File: src/rtl/module_3.sv
// rtl/module_3.sv - prefix-sum dataflow stage: reads D, writes running sums to E, reports total
module module_3 #(
  parameter int N  = 5,
  parameter int AW = 3,
  parameter int DW = 32
) (
  input  logic          ap_clk,
  input  logic          ap_rst,
  input  logic          ap_start,
  output logic          ap_done,
  input  logic          ap_continue,
  output logic          ap_idle,
  output logic          ap_ready,
  output logic [AW-1:0] D_address0,
  output logic          D_ce0,
  input  logic [DW-1:0] D_q0,
  output logic [AW-1:0] E_address0,
  output logic          E_ce0,
  output logic          E_we0,
  output logic [DW-1:0] E_d0,
  output logic [DW-1:0] sum_out,
  output logic          sum_out_ap_vld
);

  typedef enum logic [4:0] {
    S_IDLE = 5'b00001,
    S_RD   = 5'b00010,
    S_LAT  = 5'b00100,
    S_ACC  = 5'b01000,
    S_WR   = 5'b10000
  } state_t;

  // loop bound in address width; the index runs 0..N inclusive before finishing
  localparam logic [AW-1:0] LAST = AW'(N);

  state_t        state;
  state_t        state_next;
  logic [AW-1:0] idx;
  logic [AW-1:0] idx_inc;
  logic [AW-1:0] e_addr;
  logic [DW-1:0] d_reg;
  logic [DW-1:0] acc;
  logic          done_reg;

  logic          idx_last;
  logic          start_ok;
  logic          done_now;

  assign idx_last = (idx == LAST);
  assign start_ok = (state == S_IDLE) && ap_start && !done_reg;
  assign done_now = (state == S_RD) && idx_last;

  // state register
  always_ff @(posedge ap_clk) begin
    if (ap_rst) begin
      state <= S_IDLE;
    end else begin
      state <= state_next;
    end
  end

  // next-state: one element takes RD -> LAT -> ACC -> WR, finishing from RD
  always_comb begin
    state_next = state;
    case (state)
      S_IDLE:  if (start_ok) state_next = S_RD;
      S_RD:    state_next = idx_last ? S_IDLE : S_LAT;
      S_LAT:   state_next = S_ACC;
      S_ACC:   state_next = S_WR;
      S_WR:    state_next = S_RD;
      default: state_next = S_IDLE;
    endcase
  end

  // datapath: loop index, write address, read data capture and running sum
  always_ff @(posedge ap_clk) begin
    if (ap_rst) begin
      idx     <= '0;
      idx_inc <= '0;
      e_addr  <= '0;
      d_reg   <= '0;
      acc     <= '0;
    end else begin
      case (state)
        S_IDLE: begin
          if (start_ok) begin
            idx <= '0;
            acc <= '0;
          end
        end
        S_RD: begin
          if (!idx_last) begin
            e_addr  <= idx;
            idx_inc <= idx + AW'(1);
          end
        end
        S_LAT:   d_reg <= D_q0;
        S_ACC:   acc   <= acc + d_reg;
        S_WR:    idx   <= idx_inc;
        default: ;
      endcase
    end
  end

  // sticky done held until downstream acknowledges; an ack in the done cycle suppresses it
  always_ff @(posedge ap_clk) begin
    if (ap_rst) begin
      done_reg <= 1'b0;
    end else if (ap_continue) begin
      done_reg <= 1'b0;
    end else if (done_now) begin
      done_reg <= 1'b1;
    end
  end

  // handshake and memory port outputs decoded from the current state
  always_comb begin
    ap_done        = done_now | done_reg;
    ap_ready       = done_now;
    ap_idle        = (state == S_IDLE) && !ap_start;
    sum_out        = acc;
    sum_out_ap_vld = done_now;
    D_address0     = idx;
    D_ce0          = (state == S_RD) && !idx_last;
    E_address0     = e_addr;
    E_d0           = acc;
    E_ce0          = (state == S_WR);
    E_we0          = (state == S_WR);
  end

endmodule
File: config.mk
export PLATFORM = sky130hd
export DESIGN_NAME = module_3
export DESIGN_NICKNAME = d
export VERILOG_FILES = /design/src/rtl/module_3.sv
export SDC_FILE = /design/constraint.sdc
export NUM_CORES = 1
export LEC_CHECK = 0
export ABC_AREA = 1
export ABC_CLOCK_PERIOD_IN_PS = 3200
export BUFFER_PORTS_ARGS = -buffer_cell sky130_fd_sc_hd__buf_4
export CAP_MARGIN = 20
export CORE_ASPECT_RATIO = 1.25
export CORE_UTILIZATION = 45
export DETAILED_ROUTE_END_ITERATION = 8
export MAX_ROUTING_LAYER = met4
export PLACE_DENSITY = 0.77
export SKIP_LAST_GASP = 1
export SYNTH_ARGS = -nofsm -noshare
export SYNTH_HDL_FRONTEND = slang
export SYNTH_SLANG_ARGS = --single-unit
File: constraint.sdc
create_clock -name ap_clk -period 3.2 [get_ports ap_clk]
set_input_delay 0.8 -clock ap_clk [delete_from_list [all_inputs] [get_ports ap_clk]]
set_output_delay 0.8 -clock ap_clk [all_outputs]
set_load 0.1 [all_outputs]
# Word level (Yosys, flattened, before mapping)
# Index checks and enable logic that the tools add are counted.
dict set report classes {
  add_sub_neg 2
  n_eq_ne 7
  muxes 7
  bitwise 2
  reduce_logical 14
}
# cell n
set op_table {}
lappend op_table {{$pmux W32 S2} 1}
lappend op_table {{$add A32 B32 Y32} 1}
lappend op_table {{$mux W32} 1}
lappend op_table {{$pmux W5 S5} 1}
lappend op_table {{$mux W3} 2}
lappend op_table {{$pmux W3 S2} 1}
lappend op_table {{$reduce_and A2 Y1} 3}
lappend op_table {{$eq A5 B1 Y1 const B} 1}
lappend op_table {{$eq A5 B2 Y1 const B} 1}
lappend op_table {{$eq A5 B3 Y1 const B} 1}
lappend op_table {{$eq A5 B4 Y1 const B} 1}
lappend op_table {{$eq A5 B5 Y1 const B} 1}
lappend op_table {{$logic_and A1 B1 Y1} 5}
lappend op_table {{$mux W5} 1}
lappend op_table {{$reduce_bool A2 Y1} 2}
lappend op_table {{$add A3 B1 Y3 const B} 1}
lappend op_table {{$eq A3 B3 Y1 const B} 1}
lappend op_table {{$logic_not A1 Y1} 3}
lappend op_table {{$ne A2 B2 Y1 const B} 1}
lappend op_table {{$reduce_or A2 Y1} 1}
lappend op_table {{$not A1 Y1} 1}
lappend op_table {{$or A1 B1 Y1} 1}
dict set report totals {
  ff_bits 79
  in_bits 36
}

# Logic depth before layout (Yosys ltp)
dict set report depth {
  depth_word 5
  ltp_mapped 13
}

# Worst setup path before layout
# No wires, ideal clock.
dict set report synth_timing {
  path_kind {register to output}
  from {reg idx[0], in the netlist D_address0[0]}
  to {out ap_done}
  t_arrival_ns 3.544
  t_required_ns 2.400
  path_slack_ns -1.144
  stages_incl_launch_ff 6
  cell_sequence {dfxtp_1 -> ha_1 -> nand2_1 -> nor2_1 -> nor2_1 -> inv_1}
}
dict set report synth_between {
  elab_chain_cells 3
}
# element line
set synth_rtl {}
lappend synth_rtl {{from (decl)} 38} ;# logic [AW-1:0] idx;
lappend synth_rtl {{from (signal assigned)} 99} ;# S_WR: idx <= idx_inc;
lappend synth_rtl {{$eq A3 B3 Y1} 49} ;# assign idx_last = (idx == LAST);
lappend synth_rtl {{$logic_and A1 B1 Y1} 51} ;# assign done_now = (state == S_RD) && idx_last;
lappend synth_rtl {{via ap_ready} 13} ;# output logic ap_ready,
lappend synth_rtl {{$or A1 B1 Y1} 118} ;# ap_done = done_now | done_reg;
lappend synth_rtl {{to (decl)} 10} ;# output logic ap_done,
# The timed path passes the listed nets, and every way through them passes these cells.

# Final worst setup path
dict set report layout_timing {
  from {reg state[3]}
  to {out D_ce0}
}
dict set report layout_between {
  elab_chain_cells 2
}
# element line
set layout_rtl {}
lappend layout_rtl {{from (decl)} 36} ;# state_t state;
lappend layout_rtl {{from (signal assigned)} 58} ;# state <= state_next;
lappend layout_rtl {{$eq A5 B2 Y1} 124} ;# D_ce0 = (state == S_RD) && !idx_last;
lappend layout_rtl {{$logic_and A1 B1 Y1} 124}
lappend layout_rtl {{to (decl)} 15} ;# output logic D_ce0,
# No other way between the ends.

==> impl_metrics.env <==
export IMPL_status="finished, final reports clean"
export IMPL_placement_rows=44
export IMPL_initial_util=0.4644
export IMPL_number_of_global_route_vias_before_repair=4981
export IMPL_worst_setup_path_start_kind="flop"
export IMPL_die_area_um2=12490
export IMPL_total_leakage_power_nw=3.642
export IMPL_postSynthNetCount=954
export IMPL_finalSetupViolations=0
export IMPL_postSynth_topFlopCell="dfxtp_1"
export IMPL_grt_max_degree=39
export IMPL_layout_drive_gt1_share=0.1649
export IMPL_clockRootBuffer="clkbuf_16"
export IMPL_die_height_um=124.7
export IMPL_finish_utilization=0.5491
export IMPL_cts_max_path_buffers=2
export IMPL_grt_first_pass_wirelength_um=22390
export IMPL_layout_nets=1029
export IMPL_syn_avg_cell_area_um2=6.131
export IMPL_cts_sinks=79
export IMPL_vdd_drop_max_mv=0.2294
export IMPL_multi_input_area_um2=2977
export IMPL_synth_ff_latch_count=79
export IMPL_num_io_pins=113
export IMPL_kind_of_critical_path="reg2out"
export IMPL_sequential_to_total_area_share_from_yosys_stat=0.2918
export IMPL_drtPass1Iterations=5
export IMPL_power_per_cell_area_nw_per_um2=325.4
export IMPL_timing_fmax_mhz=405.0
export IMPL_drc_errors=0
export IMPL_dp_final_hpwl_um=10240
export IMPL_ys_types=36
export IMPL_grt_total_usage=0.2314
export IMPL_synth_area_in_xor_xnor=0.008079
export IMPL_vias_per_cell=4.693
export IMPL_finalNonFillerCells=1125
export IMPL_synth_edf_count=0
export IMPL_final_worst_path_cycle_share=0.7716
export IMPL_fp_dieW_um=100.2
export IMPL_ys_warn_count=0
export IMPL_route_detailed_wl_per_inst_um=12.06
export IMPL_cts_htree_levels=3
export IMPL_placed_cells_incl_taps=1109
export IMPL_detail_route_wirelength_um=13570
export IMPL_timing_critical_path_required_ps=2400
export IMPL_synth_async_sr_flop_share=0
export IMPL_worst_endpoint_arrival_ps=1670
export IMPL_post_synth_mux_area_share=0
export IMPL_holdCritPathClass="reg2reg"
export IMPL_sequential_cell_area_um2=1584
export IMPL_number_of_buffers_added_to_fix_hold_violations_after_cts=0
export IMPL_max_slew_worst_pin_slew_ps=628.2
export IMPL_post_cts_setup_buffer_count=0
export IMPL_place_gp_congestion=0.8852
export IMPL_n_antenna_cell=0
export IMPL_slew_viol_final=0
export IMPL_synth_fa_ha_area_frac=0.07987
export IMPL_rsz_0062_raised_after_global_routing="no"
export IMPL_finalClockSkew_ps=8.546
export IMPL_cts_made_buffers=9
export IMPL_cts_resized=0
export IMPL_grt_ovfl_total=0
export IMPL_clkTransAtPathRegs_ps=60
export IMPL_worst_setup_path_end_kind="output pin"
export IMPL_fill_cells=1210
export IMPL_worstSkewPairLatency_ps=350
export IMPL_final_setup_tns_ps=0
export IMPL_core_area_um2=11670
export IMPL_synthToLayoutAreaGrowth_pct=18.24
export IMPL_post_synth_inst_count=884
export IMPL_hold_viol=0
export IMPL_syn_area_um2=5420
export IMPL_timing_slew_headroom=0.5806
export IMPL_synth_compound_area_frac=0.08980
export IMPL_finalPower_w=0.002085
export IMPL_drt_initial_drc_count=245
export IMPL_final_antenna_net_count=0
export IMPL_synth_top_family_by_area="simple AND/OR/NAND/NOR gates"
export IMPL_drv_cap=0
export IMPL_cts_tree="yes"
export IMPL_path_max_fanout=11
export IMPL_synth_simple_gate_area_frac=0.3700
export IMPL_place_port_buffers=112
export IMPL_antenna_violations_before_repair=0
export IMPL_final_critical_path_required_period_ps=2469
export IMPL_route_vias_total=5280
[final cells by class]
cell class,count,area share
clock inverters,7,0.007419
well taps,161,0.03143
clock buffers,9,0.03514
repair buffers,115,0.1347
multi-input cells,618,0.4645
inverters,136,0.07966
flip-flops and latches,79,0.2472
[worst paths after layout]
| check | from | to | slack (ps) | cells past startpoint |
|---|---|---|---|---|
| max | state[3]$_SDFFE_PP0P_ | D_ce0 | 730 | 5 |
| min reg2reg | idx_inc[0]$_SDFFE_PP0P_ | D_address0[0]$_SDFFE_PP0P_ | 460 | 2 |
| max reg2reg | E_d0[0]$_SDFFE_PP0P_ | E_d0[24]$_SDFFE_PP0P_ | 1160 | 13 |
| min | idx_inc[0]$_SDFFE_PP0P_ | D_address0[0]$_SDFFE_PP0P_ | 460 | 2 |
[cell usage after synthesis (4+ instances only)]
cell type / number / area (µm²)
nor2_2: 6 / 37.54
nand2_2: 5 / 31.28
or2_2: 4 / 25.02
inv_2: 4 / 15.01
clkbuf_1: 4 / 15.01
o21ai_0: 43 / 215.2
nor2_1: 111 / 416.7
ha_1: 33 / 412.9
inv_1: 132 / 495.5
o21ai_1: 4 / 20.02
a21oi_1: 35 / 175.2
dfxtp_1: 79 / 1582
nand2_1: 299 / 1122
buf_4: 36 / 270.3
nand3_1: 44 / 220.2
buf_2: 8 / 40.04
[cells by family after synthesis]
logic type | after synthesis
simple gates | 487
buf+inv | 187
compound gates | 92
flops | 79
fa+ha+maj | 34
xor+xnor | 5
[report_power, final]
part           switching (W)  total, W  internal, W  leakage [nW]
clock               0.000428  0.000953     0.000524         0.132
combinational      0.0000854  0.000135    0.0000500          2.87
sequential        0.00000523  0.000997     0.000992         0.638
total               0.000519   0.00209      0.00157          3.64
[layout by cell type (no fill, tap or decap), types with 2 or more instances in the layout]
cell type,instances
nor2_1,110
nand4_1,3
buf_4,115
nand3b_1,3
o21ai_0,43
nor2_2,6
a21oi_1,35
o31ai_1,2
nand3_1,44
nor3_1,3
inv_1,132
nand2_1,299
dfxtp_2,2
ha_1,33
clkinv_2,3
clkinvlp_4,2
inv_2,4
nand2_2,5
a21o_1,2
clkbuf_16,9
dfxtp_1,77
nor2_4,3
o21bai_1,2
xor2_1,2
and2_1,3
xnor2_1,3
or2_2,4
o21ai_1,4
[critical path, cell delays in order, from the launching register on]
cell and delay, ps:
dfxtp_1 370, nor2_4 130, nand3_1 180, a21oi_1 160
buf_4 180, buf_4 300
[per-layer routing]
layer	wire (µm)	GRT usage	vias up	part of all wire
met5	0	-	-	0
li1	-	-	2822	-
met2	6539	0.3936	125	0.48
met4	290	0.1006	0	0.021
met3	575	0.03535	23	0.042
met1	6160	0.2664	2310	0.45
[stage by stage]
stage          instance area [µm²]  hold slack [ps]  setup WS [ps]
6_report                      6409            459.6          731.0
3_3_place_gp                  6136            444.8           1104
5_1_grt                       6409            484.6          653.9
4_1_cts                       6409            459.7          727.9
2_1_floorplan                 5430            434.7          18.39
3_5_place_dp                  6136            446.2           1094
(Power assumes the default switching activity.)
